$ cat src/rtl/piso_pkg.sv
// Shared definitions for the piso_tx serial transmitter: FSM state encoding
// and the counter-width helper.
package piso_pkg;

    typedef enum logic [1:0] {
        ST_IDLE   = 2'd0,
        ST_SHIFT  = 2'd1,
        ST_PARITY = 2'd2
    } state_t;

    // Bits needed to count 0..n-1, never less than one.
    function automatic int unsigned clog2_min1(input int unsigned n);
        int unsigned w;
        w = 0;
        while ((32'd1 << w) < n) w++;
        return (w == 0) ? 1 : w;
    endfunction

endpackage

$ cat src/rtl/piso_bit_counter.sv
// Frame bit counter: synchronous clear/load-to-zero, count enable, and a
// terminal-count flag when the count reaches WIDTH-1.
module piso_bit_counter
    import piso_pkg::*;
#(
    parameter int unsigned WIDTH = 4,
    parameter int unsigned CW    = clog2_min1(WIDTH)
) (
    input  logic          clk,
    input  logic          reset,
    input  logic          load,
    input  logic          en,
    output logic [CW-1:0] count,
    output logic          tc
);

    always_ff @(posedge clk) begin
        if (reset || load) begin
            count <= '0;
        end else if (en) begin
            count <= count + CW'(1);
        end
    end

    assign tc = (count == CW'(WIDTH - 1));

endmodule

$ cat src/rtl/piso_tx.sv
// Parallel-in serial-out transmitter with valid/ready load and frame markers.
// Optional even-parity trailer bit enabled by defining PARITY_EN.
module piso_tx
    import piso_pkg::*;
#(
    parameter int unsigned WIDTH      = 4,
    parameter bit          MSB_FIRST  = 1'b1,
    parameter logic        IDLE_LEVEL = 1'b0
) (
    input  logic             clk,
    input  logic             reset,
    input  logic [WIDTH-1:0] din,
    input  logic             load_valid,
    output logic             load_ready,
    output logic             sout,
    output logic             sout_valid,
    output logic             frame_start,
    output logic             frame_end,
    output logic             busy
);

    localparam int unsigned CW = clog2_min1(WIDTH);

    state_t           state, state_n;
    logic [WIDTH-1:0] sr;
    logic [CW-1:0]    count;
    logic             tc;
    logic             accept;
    logic             cnt_load;
    logic             cnt_en;
    logic             head;

    assign head   = MSB_FIRST ? sr[WIDTH-1] : sr[0];
    assign accept = load_valid && load_ready;
    // Counter holds at zero outside SHIFT and wraps to zero on the last data bit.
    assign cnt_load = accept || (state != ST_SHIFT) || tc;
    assign cnt_en   = (state == ST_SHIFT) && !tc;

    piso_bit_counter #(
        .WIDTH (WIDTH),
        .CW    (CW)
    ) u_cnt (
        .clk   (clk),
        .reset (reset),
        .load  (cnt_load),
        .en    (cnt_en),
        .count (count),
        .tc    (tc)
    );

    always_ff @(posedge clk) begin
        if (reset) begin
            state <= ST_IDLE;
            sr    <= '0;
        end else begin
            state <= state_n;
            if (accept) begin
                sr <= din;
            end else if (state == ST_SHIFT) begin
                sr <= MSB_FIRST ? (sr << 1) : (sr >> 1);
            end
        end
    end

`ifdef PARITY_EN
    logic par;

    always_ff @(posedge clk) begin
        if (reset) begin
            par <= 1'b0;
        end else if (accept) begin
            par <= ^din;
        end
    end
`endif

    always_comb begin
        state_n     = state;
        load_ready  = 1'b0;
        sout        = IDLE_LEVEL;
        sout_valid  = 1'b0;
        frame_start = 1'b0;
        frame_end   = 1'b0;
        busy        = 1'b0;
        unique case (state)
            ST_IDLE: begin
                load_ready = 1'b1;
                if (load_valid) state_n = ST_SHIFT;
            end
            ST_SHIFT: begin
                sout        = head;
                sout_valid  = 1'b1;
                busy        = 1'b1;
                frame_start = (count == '0);
                if (tc) begin
`ifdef PARITY_EN
                    state_n = ST_PARITY;
`else
                    frame_end  = 1'b1;
                    load_ready = 1'b1;
                    state_n    = load_valid ? ST_SHIFT : ST_IDLE;
`endif
                end
            end
`ifdef PARITY_EN
            ST_PARITY: begin
                sout       = par;
                sout_valid = 1'b1;
                busy       = 1'b1;
                frame_end  = 1'b1;
                load_ready = 1'b1;
                state_n    = load_valid ? ST_SHIFT : ST_IDLE;
            end
`endif
            default: state_n = ST_IDLE;
        endcase
    end

endmodule

$ cat config.mk
export PLATFORM = sky130hd
export DESIGN_NAME = piso_tx
export DESIGN_NICKNAME = d
export VERILOG_FILES = /design/src/rtl/piso_pkg.sv /design/src/rtl/piso_bit_counter.sv /design/src/rtl/piso_tx.sv
export SDC_FILE = /design/constraint.sdc
export NUM_CORES = 1
export LEC_CHECK = 0
export CORE_AREA = 2 2 39 41
export CTS_CLUSTER_DIAMETER = 150
export DETAILED_ROUTE_END_ITERATION = 8
export DIE_AREA = 0 0 41 43
export HOLD_SLACK_MARGIN = 0.06
export SETUP_SLACK_MARGIN = 0.2
export SYNTH_ARGS = -nofsm -noshare
export SYNTH_HDL_FRONTEND = slang
export SYNTH_SLANG_ARGS = --single-unit
$ cat constraint.sdc
create_clock -name clk -period 1.5 [get_ports clk]
set_input_delay 0.45 -clock clk [delete_from_list [all_inputs] [get_ports clk]]
set_output_delay 0.45 -clock clk [all_outputs]
set_load 0.03 [all_outputs]
After elaboration in Yosys (flattened, before gate mapping)
Index checks and enable logic that the tools add are counted.
- flip-flop bits (word level): 8
- input port bits: 7
- output and inout bits: 6
- word-level logic and storage cells: 31
- add/subtract/negate cells: 1
- equal/unequal tests: 5
- mux-type cells: 12
- reductions and logical operators: 10
- operator list (operator ; number):
    2-to-1 mux 4 bit ; 2
    2-to-1 mux 1 bit ; 6
    zero test 2 bit ; 2
    2-to-1 mux 2 bit ; 2
    != test 2 bit, second input constant ; 2
    one-hot mux 2 bit (2 select lines) ; 1
    logical OR 1 bit ; 3
    adder 2 x 1 -> 2 bit, second input constant ; 1
    equality test 2 x 1 -> 1 bit, second input constant ; 1
    equality test 2 bit, second input constant ; 1
    logical AND 1 bit ; 2
    != test 2 x 1 -> 1 bit, second input constant ; 1
    one-hot mux 1 bit (2 select lines) ; 1
    AND reduction 2 bit ; 1
    nonzero test 2 bit ; 1
    zero test 1 bit ; 1

Depth between registers and ports, before layout
- word-level depth: 7
- mapped depth: 4
- gate-level depth less buffers: 4

Cells and area by module
A second synthesis with hierarchy kept.
- cells, all modules: 43
- area total of the unflattened synthesis: 376.6 um^2
- modules (own cells, without submodules) (module ; times used ; cells an instance ; area each (um^2) ; sequential area each (um^2)):
    piso_tx ; 1 ; 36 ; 285.3 ; 100.1
    piso_bit_counter ; 1 ; 7 ; 91.3 ; 40.0

Worst setup path before layout
Ideal clock, no wire load.
- kind: flip-flop to output port
- from: register state[0]
- to: output frame_end
- arrival: 0.981 ns
- required time: 1.050 ns
- path slack: 0.069 ns
- stages on the path, launching flop included: 2
- buffers on the path: 0
- path through: dfxtp_1 -> and2_1
- word-level cells in the longest chain between the ends: 2
- ends and longest elaborated chain (element ; line ; text):
    from (decl) ; piso_tx.sv:24 ; state_t state, state_n;
    from (signal assigned) ; piso_tx.sv:56 ; state <= state_n;
    equality test 2 x 1 -> 1 bit ; piso_tx.sv:85 ; unique case (state)
    2-to-1 mux 1 bit ; piso_tx.sv:85 ;
    to (decl) ; piso_tx.sv:18 ; output logic frame_end,
Every way passes these cells.

Worst setup path after layout
- from: register u_cnt.count[0]
- to: output load_ready
- word-level cells in the longest chain between the ends: 3
- ends and longest elaborated chain (element ; line ; text):
    from (decl) ; piso_bit_counter.sv:13 ; output logic [CW-1:0] count,
    from (signal assigned) ; piso_bit_counter.sv:21 ; count <= count + CW'(1);
    equality test 2 bit ; piso_bit_counter.sv:25 ; assign tc = (count == CW'(WIDTH - 1));
    2-to-1 mux 1 bit ; piso_tx.sv:95 ; if (tc) begin
    one-hot mux 1 bit (2 select lines) ; piso_tx.sv:85 ;
    to (decl) ; piso_tx.sv:14 ; output logic load_ready,
Every way passes these cells.

==> impl_metrics.py <==
metrics = {
    "floorplan": {
        "die_h_um": 43,
        "io-pin-count": 13,
        "dieArea_sq_mm": 0.001763,
        "start_util_pct": 27.03,
        "core_sq_mm": 0.001384,
        "row_count": 14,
        "die_w_um": 41,
    },
    "timing": {
        "finalSetupTns_ns": -0.09539,
        "final.setup_skew_ns": 0.004717,
        "rsz0062_at_grt": "yes",
        "setup_viol": 2,
        "finalHoldViolations": 0,
        "relSlewSlack_pct": 89.17,
        "max_slew.worst_pin.slew_ns": 0.1620,
        "fmax_ghz": 0.6447,
        "min_period_over_period_pct": 103.4,
        "finalMaxSlewViolations": 0,
        "setup_ws_ns": -0.05114,
        "period_needed_ns": 1.551,
    },
    "cells_and_area": {
        "antenna_cells": 0,
        "drive_gt1_share_pct": 53.62,
        "instances_no_fill": 85,
        "final_nets": 79,
        "area_growth_pct": 85.62,
    },
    "critical_path": {
        "crit_path_end_kind": "output port",
        "cp_slowest_cell": "dfxtp_2",
        "crit_buf_inv": 2,
        "cp_common_cell": "buf_6",
        "critPathMaxStageDelay_ns": 0.32,
        "worstPathArrival_ns": 1.10,
        "worst_ep_required_time_ns": 1.05,
        "cp_top_family": "flip-flops",
        "path_class": "flop to output port",
        "start_kind": "flop",
        "worst-path-max-fanout": 3,
        "worstPathCellList": "buf_6, ha_4, nand2b_4, buf_6",
    },
    "grt": {
        "grtUsageTotal_pct": 12.34,
        "grt_pass1_wl_um": 1407,
        "grt_max_degree": 9,
        "use_met2_pct": 18.75,
        "grt_use_met3_pct": 4.712,
        "gr-total-overflow": 0,
        "grt_antenna_before_repair": 0,
        "grt_pass1_vias": 344,
        "top_usage_layer": "met2",
        "met1_usage_pct": 13.46,
    },
    "clock_network": {
        "cts_root_buf": "clkbuf_4",
        "clk_pin_slew_ns": 0.05,
        "htreeDepth": 1,
        "cts_buffers": 3,
        "cts.sinks": 7,
        "clk_latency_ns": 0.24,
        "cts_tree": "yes",
        "clk_path_buf_depth": 2,
        "hold_buffers": 0,
    },
    "power_and_ir_drop": {
        "combinationalPowerShare_pct": 28.8,
        "clockPowerShare_pct": 31.7,
        "intPower_uw": 387.7,
        "p_sw_share_pct": 26.58,
        "p_sw_uw": 140.3,
        "p_seq_share_pct": 39.5,
        "p_leak_uw": 0.0003115,
        "ir_worst_vdd_mv": 0.2626,
        "power_uw": 528.0,
        "powerDensity_mw_per_mm2": 760.4,
    },
    "yosys": {
        "yosysSeqAreaShare_pct": 37.46,
        "synth_cell_types": 19,
        "ys_warn_count": 0,
        "synth_seq_cells": 7,
        "synth_area_sq_um": 374.1,
        "synth_top_family_by_area": "compound AO/OA/AOI/OAI gates",
        "synthAdderAreaFrac_pct": 6.689,
        "syn_area_per_cell_sq_um": 8.907,
        "syn-instance-count": 42,
        "muxShareOfSynthArea_pct": 2.676,
        "synthSimpleGateAreaFrac_pct": 18.73,
        "synth_compound_gate_area_share_pct": 23.41,
        "syn-num-nets": 51,
        "synth_xor_area_share_pct": 0,
    },
    "routing": {
        "wl_per_cell_um": 10.25,
        "drc_errors": 0,
        "drt-initial-drc-count": 1,
        "via_per_inst": 4.494,
        "drt_first_pass_iters": 4,
        "ant_nets": 0,
        "vias": 382,
        "postRouteWirelength_um": 871,
    },
    "placed_design": {
        "place_inst": 75,
        "place_hpwl_um": 595.3,
        "gp_congestion": 0.6828,
        "port_buffers": 12,
        "place_ws_ns": -0.2086,
    },
    "run_status": {
        "run_status": "finished, violations left",
        "violations": "negative setup slack",
    },
    "min_path": {
        "hold_path_class": "flop to flop",
    },
    "flow_run": {
        "max_cap_violations": 0,
    },
}
## worst reg2reg max path, stage by stage (launching register included)
cell and delay [ns]:
dfxtp_2 0.32, buf_6 0.11, ha_4 0.16, nand2b_4 0.14, buf_4 0.12, buf_4 0.13
nor3b_1 0.16
## path summary, 6_finish.rpt
path	start	cells after the start	slack [ns]	end
setup / recovery	u_cnt.count[0]	4	-0.05	load_ready
hold / removal	u_cnt.count[0]	2	0.51	u_cnt.count[0]
setup reg to reg	u_cnt.count[0]	6	0.28	u_cnt.count[1]
hold reg to reg	u_cnt.count[0]	2	0.51	u_cnt.count[0]
## placed cells by master, fill, tap and decap left out
cell / netlist / routed
clkbuf_1: 0 / 1
dfxtp_1: 7 / 4
nand3_1: 1 / 1
nor2_2: 2 / 2
nand2b_4: 0 / 1
mux2i_1: 1 / 1
a21oi_2: 2 / 2
nor3_1: 1 / 1
o21a_1: 1 / 1
nor2_1: 2 / 2
dfxtp_2: 0 / 3
nand2_1: 2 / 1
clkbuf_4: 0 / 3
clkdlybuf4s50_1: 0 / 5
a21oi_1: 2 / 2
dlymetal6s2s_1: 0 / 1
ha_4: 0 / 2
nand2_2: 0 / 1
a31oi_1: 3 / 3
inv_1: 6 / 5
and2_4: 0 / 3
buf_6: 1 / 11
buf_4: 1 / 8
nor3b_1: 1 / 1
o221a_1: 3 / 3
inv_2: 0 / 1
## per-layer routing
metal  up-vias  part of all wire, %
met4         0                  2.2
met5         -                    0
met2         9                   49
li1        198                    -
met3         2                  4.1
met1       173                   44
## Yosys cell counts
cell | count | share of area [%]
a21oi_1 | 2 | 2.7
mux2i_1 | 1 | 2.7
o21a_1 | 1 | 2.0
nand2_1 | 2 | 2.0
nor3b_1 | 1 | 2.0
nand2b_1 | 1 | 1.7
nor2_2 | 2 | 3.3
buf_4 | 1 | 2.0
a21oi_2 | 2 | 4.7
dfxtp_1 | 7 | 37
a31oi_1 | 3 | 5.0
inv_1 | 6 | 6.0
and2_1 | 3 | 5.0
nor2_1 | 2 | 2.0
o221a_1 | 3 | 9.0
nor3_1 | 1 | 1.3
ha_1 | 2 | 6.7
buf_6 | 1 | 3.0
nand3_1 | 1 | 1.3
## cell type report
class | count | area (sq um)
fillers | 136 | 689.4
repair buffers | 25 | 246.5
clock buffers | 4 | 26.28
inverters | 6 | 22.52
flip-flops and latches | 7 | 143.9
multi-input cells | 27 | 235.2
well taps | 16 | 20.02
## power groups by stage
stage          Combinational (uW)  Sequential [uW]  Clock (uW)
6_report                      152              208         167
4_1_cts                       138              208         175
5_1_grt                       166              210         185
3_5_place_dp                  116              210           0
3_3_place_gp                  116              210           0
2_1_floorplan                59.3              216           0
## stage by stage
step                hold slack [ns]  util, %  instance area (sq um)
global route                 0.5207    50.18                  694.4
floorplan                    0.4268        -                  377.9
detailed placement           0.5060    38.97                  539.3
CTS                          0.5004    46.84                  648.1
global placement             0.4999    38.97                  539.3
finish                       0.5062    50.18                  694.4
## registers in the layout, summed over array words and instances, names as in the netlist
register and count:
sr 4, state 1, u_cnt.count 2
## logic make-up (layout without fill, tap and decap cells)
kind of cell,Yosys count,after routing
mux,1,1
simple gates,13,13
flops,7,7
buf+inv,8,35
compound gates,11,11
fa+ha+maj,2,2
## timing repair
action                     in CTS  in global routing
pin swaps                       4                  0
setup endpoints to repair       6                 10
resized for setup              25                  5
setup buffers                   2                  4
gates cloned                    0                  0
Note: power is estimated with default switching activity, not from simulation.
